[src/rtl/chan_fifo_sched.sv]
// -----------------------------------------------------------------------------
// chan_fifo_sched
//
// Takes one sample set, spread across up to 8 channels, and writes it into a
// downstream FIFO as a frame. Each frame is a burst of one-word writes in
// channel order 0..last. The word for the current channel comes from an
// external mux that this block steers with 'sel'. A frame can be stalled at
// any point by fifo_full, and no word is lost when that happens. A strobe that
// arrives while a frame is still being written is dropped. Each dropped strobe
// sets a sticky overrun flag and increments a saturating counter.
//
// Ports
//   clk        : single clock, all state changes on the rising edge
//   reset      : asynchronous active-high reset
//   en         : enables acceptance of new frames (a running frame completes)
//   strobe     : one-cycle pulse, new sample set ready on all channels
//   channels   : active channel count minus 1, latched at frame start
//   din        : muxed channel word, combinational from sel
//   fifo_full  : downstream FIFO cannot accept a write this cycle
//   clr_ovr    : synchronous clear of overrun / ovr_cnt
//   sel        : registered channel select to the external mux
//   wr_en      : registered FIFO write strobe
//   wr_data    : registered FIFO write word
//   wr_first   : frame marker, high with wr_en on the channel-0 word
//   busy       : registered, high while in WRITE
//   overrun    : sticky, a strobe was dropped
//   ovr_cnt    : saturating count of dropped strobes
//   debug      : {overrun, fifo_full, wr_en, busy, 1'b0, sel[2:0]}
// -----------------------------------------------------------------------------
module chan_fifo_sched (
  input  logic        clk,
  input  logic        reset,
  input  logic        en,
  input  logic        strobe,
  input  logic [2:0]  channels,
  input  logic [15:0] din,
  input  logic        fifo_full,
  input  logic        clr_ovr,
  output logic [2:0]  sel,
  output logic        wr_en,
  output logic [15:0] wr_data,
  output logic        wr_first,
  output logic        busy,
  output logic        overrun,
  output logic [15:0] ovr_cnt,
  output logic [7:0]  debug
);

  typedef enum logic {
    IDLE  = 1'b0,
    WRITE = 1'b1
  } state_t;

  state_t      state_reg;
  logic [2:0]  sel_reg;
  logic [2:0]  last_reg;
  logic        wr_en_reg;
  logic [15:0] wr_data_reg;
  logic        wr_first_reg;
  logic        busy_reg;
  logic        overrun_reg;
  logic [15:0] ovr_cnt_reg;

  logic        overrun_next;
  logic [15:0] ovr_cnt_next;

  logic        accept;
  logic        frame_end;
  logic        drop;

  // A strobe counts only while frames are enabled. With en low it is ignored
  // entirely and is never treated as an overrun.
  assign accept = strobe & en;

  // This edge writes the final word of the current frame.
  assign frame_end = (state_reg == WRITE) & ~fifo_full & (sel_reg == last_reg);

  // A strobe on the frame-end edge chains straight into the next frame. A
  // strobe on any other WRITE edge, stalled or not, is dropped.
  assign drop = (state_reg == WRITE) & accept & ~frame_end;

  // Overrun bookkeeping. A drop on the same edge as a clear wins over the
  // clear, so the flag stays set and the counter restarts at 1.
  always_comb begin
    overrun_next = overrun_reg;
    ovr_cnt_next = ovr_cnt_reg;
    if (drop) begin
      overrun_next = 1'b1;
      if (clr_ovr) begin
        ovr_cnt_next = 16'd1;
      end else if (ovr_cnt_reg != 16'hFFFF) begin
        ovr_cnt_next = ovr_cnt_reg + 16'd1;
      end
    end else if (clr_ovr) begin
      overrun_next = 1'b0;
      ovr_cnt_next = 16'd0;
    end
  end

  always_ff @(posedge clk or posedge reset) begin
    if (reset) begin
      state_reg    <= IDLE;
      sel_reg      <= 3'd0;
      last_reg     <= 3'd0;
      wr_en_reg    <= 1'b0;
      wr_data_reg  <= 16'd0;
      wr_first_reg <= 1'b0;
      busy_reg     <= 1'b0;
      overrun_reg  <= 1'b0;
      ovr_cnt_reg  <= 16'd0;
    end else begin
      overrun_reg <= overrun_next;
      ovr_cnt_reg <= ovr_cnt_next;
      case (state_reg)
        IDLE: begin
          wr_en_reg    <= 1'b0;
          wr_first_reg <= 1'b0;
          if (accept) begin
            state_reg <= WRITE;
            busy_reg  <= 1'b1;
            sel_reg   <= 3'd0;
            last_reg  <= channels;
          end
        end
        WRITE: begin
          if (fifo_full) begin
            // Stall: hold sel and state so that the current word is retried.
            wr_en_reg    <= 1'b0;
            wr_first_reg <= 1'b0;
          end else begin
            wr_data_reg  <= din;
            wr_en_reg    <= 1'b1;
            wr_first_reg <= (sel_reg == 3'd0);
            if (sel_reg != last_reg) begin
              sel_reg <= sel_reg + 3'd1;
            end else begin
              sel_reg <= 3'd0;
              if (accept) begin
                // Back-to-back frame: stay in WRITE and take the new count.
                last_reg <= channels;
              end else begin
                state_reg <= IDLE;
                busy_reg  <= 1'b0;
              end
            end
          end
        end
        default: begin
          state_reg <= IDLE;
          busy_reg  <= 1'b0;
        end
      endcase
    end
  end

  assign sel      = sel_reg;
  assign wr_en    = wr_en_reg;
  assign wr_data  = wr_data_reg;
  assign wr_first = wr_first_reg;
  assign busy     = busy_reg;
  assign overrun  = overrun_reg;
  assign ovr_cnt  = ovr_cnt_reg;

  // Debug bus: the select occupies the low bits, then the status flags.
  generate
    for (genvar gi = 0; gi < 3; gi++) begin : g_dbg_sel
      assign debug[gi] = sel_reg[gi];
    end
  endgenerate
  assign debug[3] = 1'b0;
  assign debug[4] = busy_reg;
  assign debug[5] = wr_en_reg;
  assign debug[6] = fifo_full;
  assign debug[7] = overrun_reg;

endmodule

[config.mk]
export PLATFORM = sky130hd
export DESIGN_NAME = chan_fifo_sched
export DESIGN_NICKNAME = d
export VERILOG_FILES = /design/src/rtl/chan_fifo_sched.sv
export SDC_FILE = /design/constraint.sdc
export NUM_CORES = 1
export LEC_CHECK = 0
export ABC_AREA = 1
export BUFFER_PORTS_ARGS = -buffer_cell sky130_fd_sc_hd__buf_4
export CAP_MARGIN = 30
export CORE_UTILIZATION = 46
export CTS_BUF_LIST = sky130_fd_sc_hd__clkbuf_4
export DETAILED_ROUTE_END_ITERATION = 8
export MAX_ROUTING_LAYER = met4
export PLACE_DENSITY = 0.76
export SLEW_MARGIN = 25
export SYNTH_ARGS = -nofsm -noshare
export SYNTH_HDL_FRONTEND = slang
export SYNTH_SLANG_ARGS = --single-unit
[constraint.sdc]
create_clock -name clk -period 1.5 [get_ports clk]
set_input_delay 0.225 -clock clk [delete_from_list [all_inputs] [get_ports clk]]
set_output_delay 0.225 -clock clk [all_outputs]
set_load 0.01 [all_outputs]
Word level (Yosys, flattened, before mapping)
Index checks and enable logic that the tools add are counted.

storage, ports and cells
  bits in latches = 0
  input port bits = 25
  bits in registers = 43
  memory bits (read-only) = 0
  memories = 0
  memory bits (writable) = 0
  word-level logic and storage cells = 61
  output and inout port bits = 47

operators by class
  shift operators = 0
  multiply operators = 0
  reductions and logical operators = 8
  bitwise logic cells = 8
  $lt $le $gt $ge = 0
  muxes and demuxes = 27
  divide/modulo/power cells = 0
  eq/ne operators = 7
  $add $sub $neg = 2

operators with widths
  cell                   count
  $mux 16                4
  $mux 3                 6
  $add 16x1->16 const B  1
  $ne 16x16->1 const B   1
  $pmux 3 s2             2
  $mux 1                 11
  $ne 2x2->1 const B     4
  $pmux 1 s2             4
  $reduce_and 2->1       4
  $and 1x1->1            5
  $reduce_and 4->1       1
  $reduce_bool 2->1      2
  $add 3x1->3 const B    1
  $eq 3x3->1             1
  $logic_not 3->1        1
  $ne 3x3->1             1
  $not 1->1              3

Longest topological paths before layout
  depth in word-level cells = 7
  mapped depth = 9
  mapped depth without buffers = 8

Worst setup path after synthesis
OpenSTA, ideal clock, no wires.

  kind = register to register
  start = register ovr_cnt_reg[0] (netlist: ovr_cnt[0])
  end = register ovr_cnt_reg[9] (netlist: ovr_cnt[9])
  path buffers = 1
  stages on the path, launching flop included = 10
  arrival time = 1.441 ns
  library setup time = 0.065 ns
  required time = 1.435 ns
  clock period less this slack = 1.506 ns
  setup slack = -0.006 ns
  path through = dfrtp_1 -> ha_1 -> nand3_2 -> inv_2 -> nand4_4 -> nand2_4 -> nor2_2 -> buf_6 -> nand2_2 -> nand2_1

on the way
  word-level cells in the longest chain between the ends = 4
  elaborated cells on any way between the ends = 7
  those cells by class = add/sub (1); eq/ne (1); mux (3); reduce/logical (2)

ends and longest elaborated chain
  what                      RTL line  RTL
  start: declaration        62        logic [15:0] ovr_cnt_reg;
  start signal: assignment  113       ovr_cnt_reg <= ovr_cnt_next;
  $add 16x1->16             92        ovr_cnt_next = ovr_cnt_reg + 16'd1;
  $mux 16                   91        end else if (ovr_cnt_reg != 16'hFFFF) begin
  $mux 16                   89        if (clr_ovr) begin
  $mux 16                   87        if (drop) begin

Several ways; a longest one is shown, not always the timed one. The select of a mux whose other input is x is not followed.
A chain may end at the register's enable or synchronous reset.

Worst setup path after layout
  start = register ovr_cnt_reg[6] (netlist: ovr_cnt[6])
  end = register ovr_cnt_reg[1] (netlist: ovr_cnt[1])

on the way
  word-level cells in the longest chain between the ends = 3

ends and longest elaborated chain
  what                         RTL line
  $ne 16x16->1                 91
  $reduce_bool 2->1 (no line)  -
  $reduce_and 2->1 (no line)   -

No other way between the ends.

==> metrics.txt <==
CTS Buffer Depth 2; cells on worst reg2reg path 8; Worst VDD drop just under 900 uV; largest area contributor in the netlist dfrtp_1; residual DRC count 0; reported max-cap violation count 0; antenna-violating nets left 0; final RePlAce weighted congestion roughly 0.84; routed len/inst ~12 um; total buffers and inverters traversed by the critical path 1; Synthesis Warnings 0; Area growth, synth to finish 35.2%; Inserted Diodes 0; number of placement rows 25; count of final max-slew check failures 0; clock latency reported for the late side of the worst-skew pair ~0.36 ns; final setup fails 0; count of TritonRoute iterations in the first routing pass 4; Sink Count 43; Inserted Clock Buffers 5; maximum number of pins on one net before global-route repair 37; critical path launch point type register; end of the worst register-to-register path ovr_cnt[1]; netlist area before placement ~2300 um2; hold depth 3; number of enable-type register cells in the synthesized netlist 0; Yosys top cell area share 0.474; cell with the biggest individual delay on the critical path dfrtp_1; layout cells sized above 1 0.368; via count between 2000 and 2500; die outline width between 70 and 80 um; critical path class reg2reg; utilization after layout 0.650; number of flip-flops and latches in the synthesized netlist 43; number of H-tree branching levels 2; data required time at the worst endpoint 1.77 ns; Vias per Instance about 4.7; Arr. time, crit path between 1.5 and 2 ns; worst hold path class in2reg; die height approximately 72 um; Total Power 3.95 mW; Fin. Hold Viols 0; most frequent cell on the critical path nand2_1; reg-to-reg slack, setup 0.09 ns; average size of a mapped cell about 8 um2; total of fill cells in the finished design 437; drt first-iter violations approximately 120; source of the worst hold timing path din[11]; TritonCTS clock tree built; leftover overflow at the end of global routing 0; clock transition at the registers of the reported paths around 0.14 ns; type of destination of the critical path register; end of the worst hold path wr_data[11]; dominant register cell in the synthesized netlist dfrtp_1; post-route clock period utilization 0.943; highest cell delay on the worst timing path approximately 0.47 ns; series of cell instances along the critical path nand2_1 -> nor2_4 -> nand4_4 -> nand2_4 -> nor2_4 -> clkbuf_16 -> nand2_1 -> nand2_1; Netlist cell types 28; hpwl dp between 3000 and 4000 um; vias in the first global route 2046; antenna violations before repair 0; Floorplan Core Area 4720 um2; Leakage ~1.7 nW; number of instances in the synthesized netlist 276; fraction of synthesis flops using an asynchronous set or reset pin 1.00; RSZ-0062 raised after global routing yes; cell area after layout 3070 um2; post-synthesis sequential area ratio 0.474; root buffer cell clkbuf_4; wire length of the first global-routing pass just under 9000 um; Starting Density 0.481; P per Cell Area roughly 1300 nW/um2; Top Ports just over 70; DRT Wirelength 5140 um; Die ar. approximately 5200 um2; number of nets in the finished design roughly 390; Crit Path Max Fanout 6; Max Clock Skew roughly 0.015 ns; IO Port Bufs 70; worst reg2reg startpoint ovr_cnt[6]; Synthesized Nets between 300 and 400; Fin Setup TNS 0 ns; run status completed; final hold slack 0.0478 ns; top cells by area in the synthesized netlist dfrtp_1 (47%), nand2_1 (17%), nand3_1 (6.2%), nand2_2 (3.6%), xnor2_1 (3.1%); f_max ~0.7 GHz; Total GRT Usage 0.223; dpl cell area 2940 um2; minimum clock period after layout roughly 1.4 ns; post-CTS setup buffers 0; cell type group with the largest total delay on the critical path simple AND/OR/NAND/NOR gates
[area by class of cell]
| cell class | count | area [um2] | share of cell area |
|---|---|---|---|
| clock buffer | 5 | 37.5 | 0.0122 |
| clock inverter | 3 | 20.0 | 0.00652 |
| inverter | 20 | 75.1 | 0.0245 |
| multi-input combinational | 199 | 1040 | 0.340 |
| sequential | 43 | 1080 | 0.352 |
| tap | 67 | 83.8 | 0.0273 |
| timing repair buffer | 91 | 728 | 0.237 |
[through the flow]
stage                     std cells  setup slack (ns)
after CTS                       427            0.0257
after floorplan                 276            0.0109
after detailed placement        418            0.0591
final                           428            0.0852
after global routing            428          -0.00448
after global placement          418            0.0869
[power by group]
part | total [mW] | internal (mW) | leakage (nW) | switching [mW]
Clock | 0.577 | 0.180 | 0.0288 | 0.397
Combinational | 1.66 | 0.763 | 1.08 | 0.893
Sequential | 1.72 | 1.47 | 0.550 | 0.246
Total | 3.95 | 2.41 | 1.66 | 1.54
[placed cells by master, fill, tap and decap left out, drive strengths merged]
cell type	count
a21oi	1
buf	89
clkbuf	6
clkinv	2
clkinvlp	1
conb	1
dfrtp	43
dlygate4sd3	1
ha	3
inv	20
nand2	119
nand3	30
nand4	3
nor2	20
nor3	1
o21ai	6
xnor2	8
xor2	7
[Yosys cell counts, types with 2 or more instances]
library cell  number
nand2_1          105
dfrtp_1           43
nand3_1           28
inv_1             15
nor2_1            15
nand2_2           13
buf_4              8
xnor2_1            8
xor2_1             7
inv_2              5
nor2_4             4
o21ai_1            4
buf_2              3
ha_1               3
o21ai_0            2
[worst reg2reg max path, cell delays in order, from the launching register on]
cell and delay [ns]:
dfrtp_1 0.47, nand2_1 0.14, nor2_4 0.14, nand4_4 0.15
nand2_4 0.11, nor2_4 0.05, clkbuf_16 0.16, nand2_1 0.06
nand2_1 0.05
[routing by layer]
layer / vias up / GRT usage / part of all wire
met5: - / - / 0
met3: 7 / 0.0528 / 0.045
met1: 952 / 0.275 / 0.45
met2: 52 / 0.375 / 0.49
li1: 1012 / - / -
met4: 0 / 0.0479 / 0.0089
[cells by family after synthesis]
group                      count (synthesis)  synth area share
buffers and inverters                     34            0.0793
other                                      1           0.00165
and+or+nand+nor                          173             0.355
xor gates and xnor gates                  15            0.0579
AOI/OAI and AO/OA                          7            0.0154
adders and majority gates                  3            0.0165
DFF                                       43             0.474
[how the worst max path moves through the flow]
| stage | start | endpoint | slack (ns) | cells after the start |
|---|---|---|---|---|
| global route | ovr_cnt[3] | ovr_cnt[15] | -0.004 | 8 |
| global placement | sel[0] | last_reg[2] | 0.09 | 8 |
| finish | ovr_cnt[6] | ovr_cnt[1] | 0.09 | 8 |
| CTS | ovr_cnt[0] | ovr_cnt[14] | 0.03 | 9 |
| floorplan | ovr_cnt[0] | ovr_cnt[9] | 0.01 | 9 |
| detailed placement | sel[0] | last_reg[0] | 0.06 | 8 |
[repair_timing]
action,CTS,global route
hold buffers,1,0
gates resized for setup,0,9
hold endpoints to repair,7,0
endpoints found under the setup margin,0,17
Power figures use the tool's default switching activity.
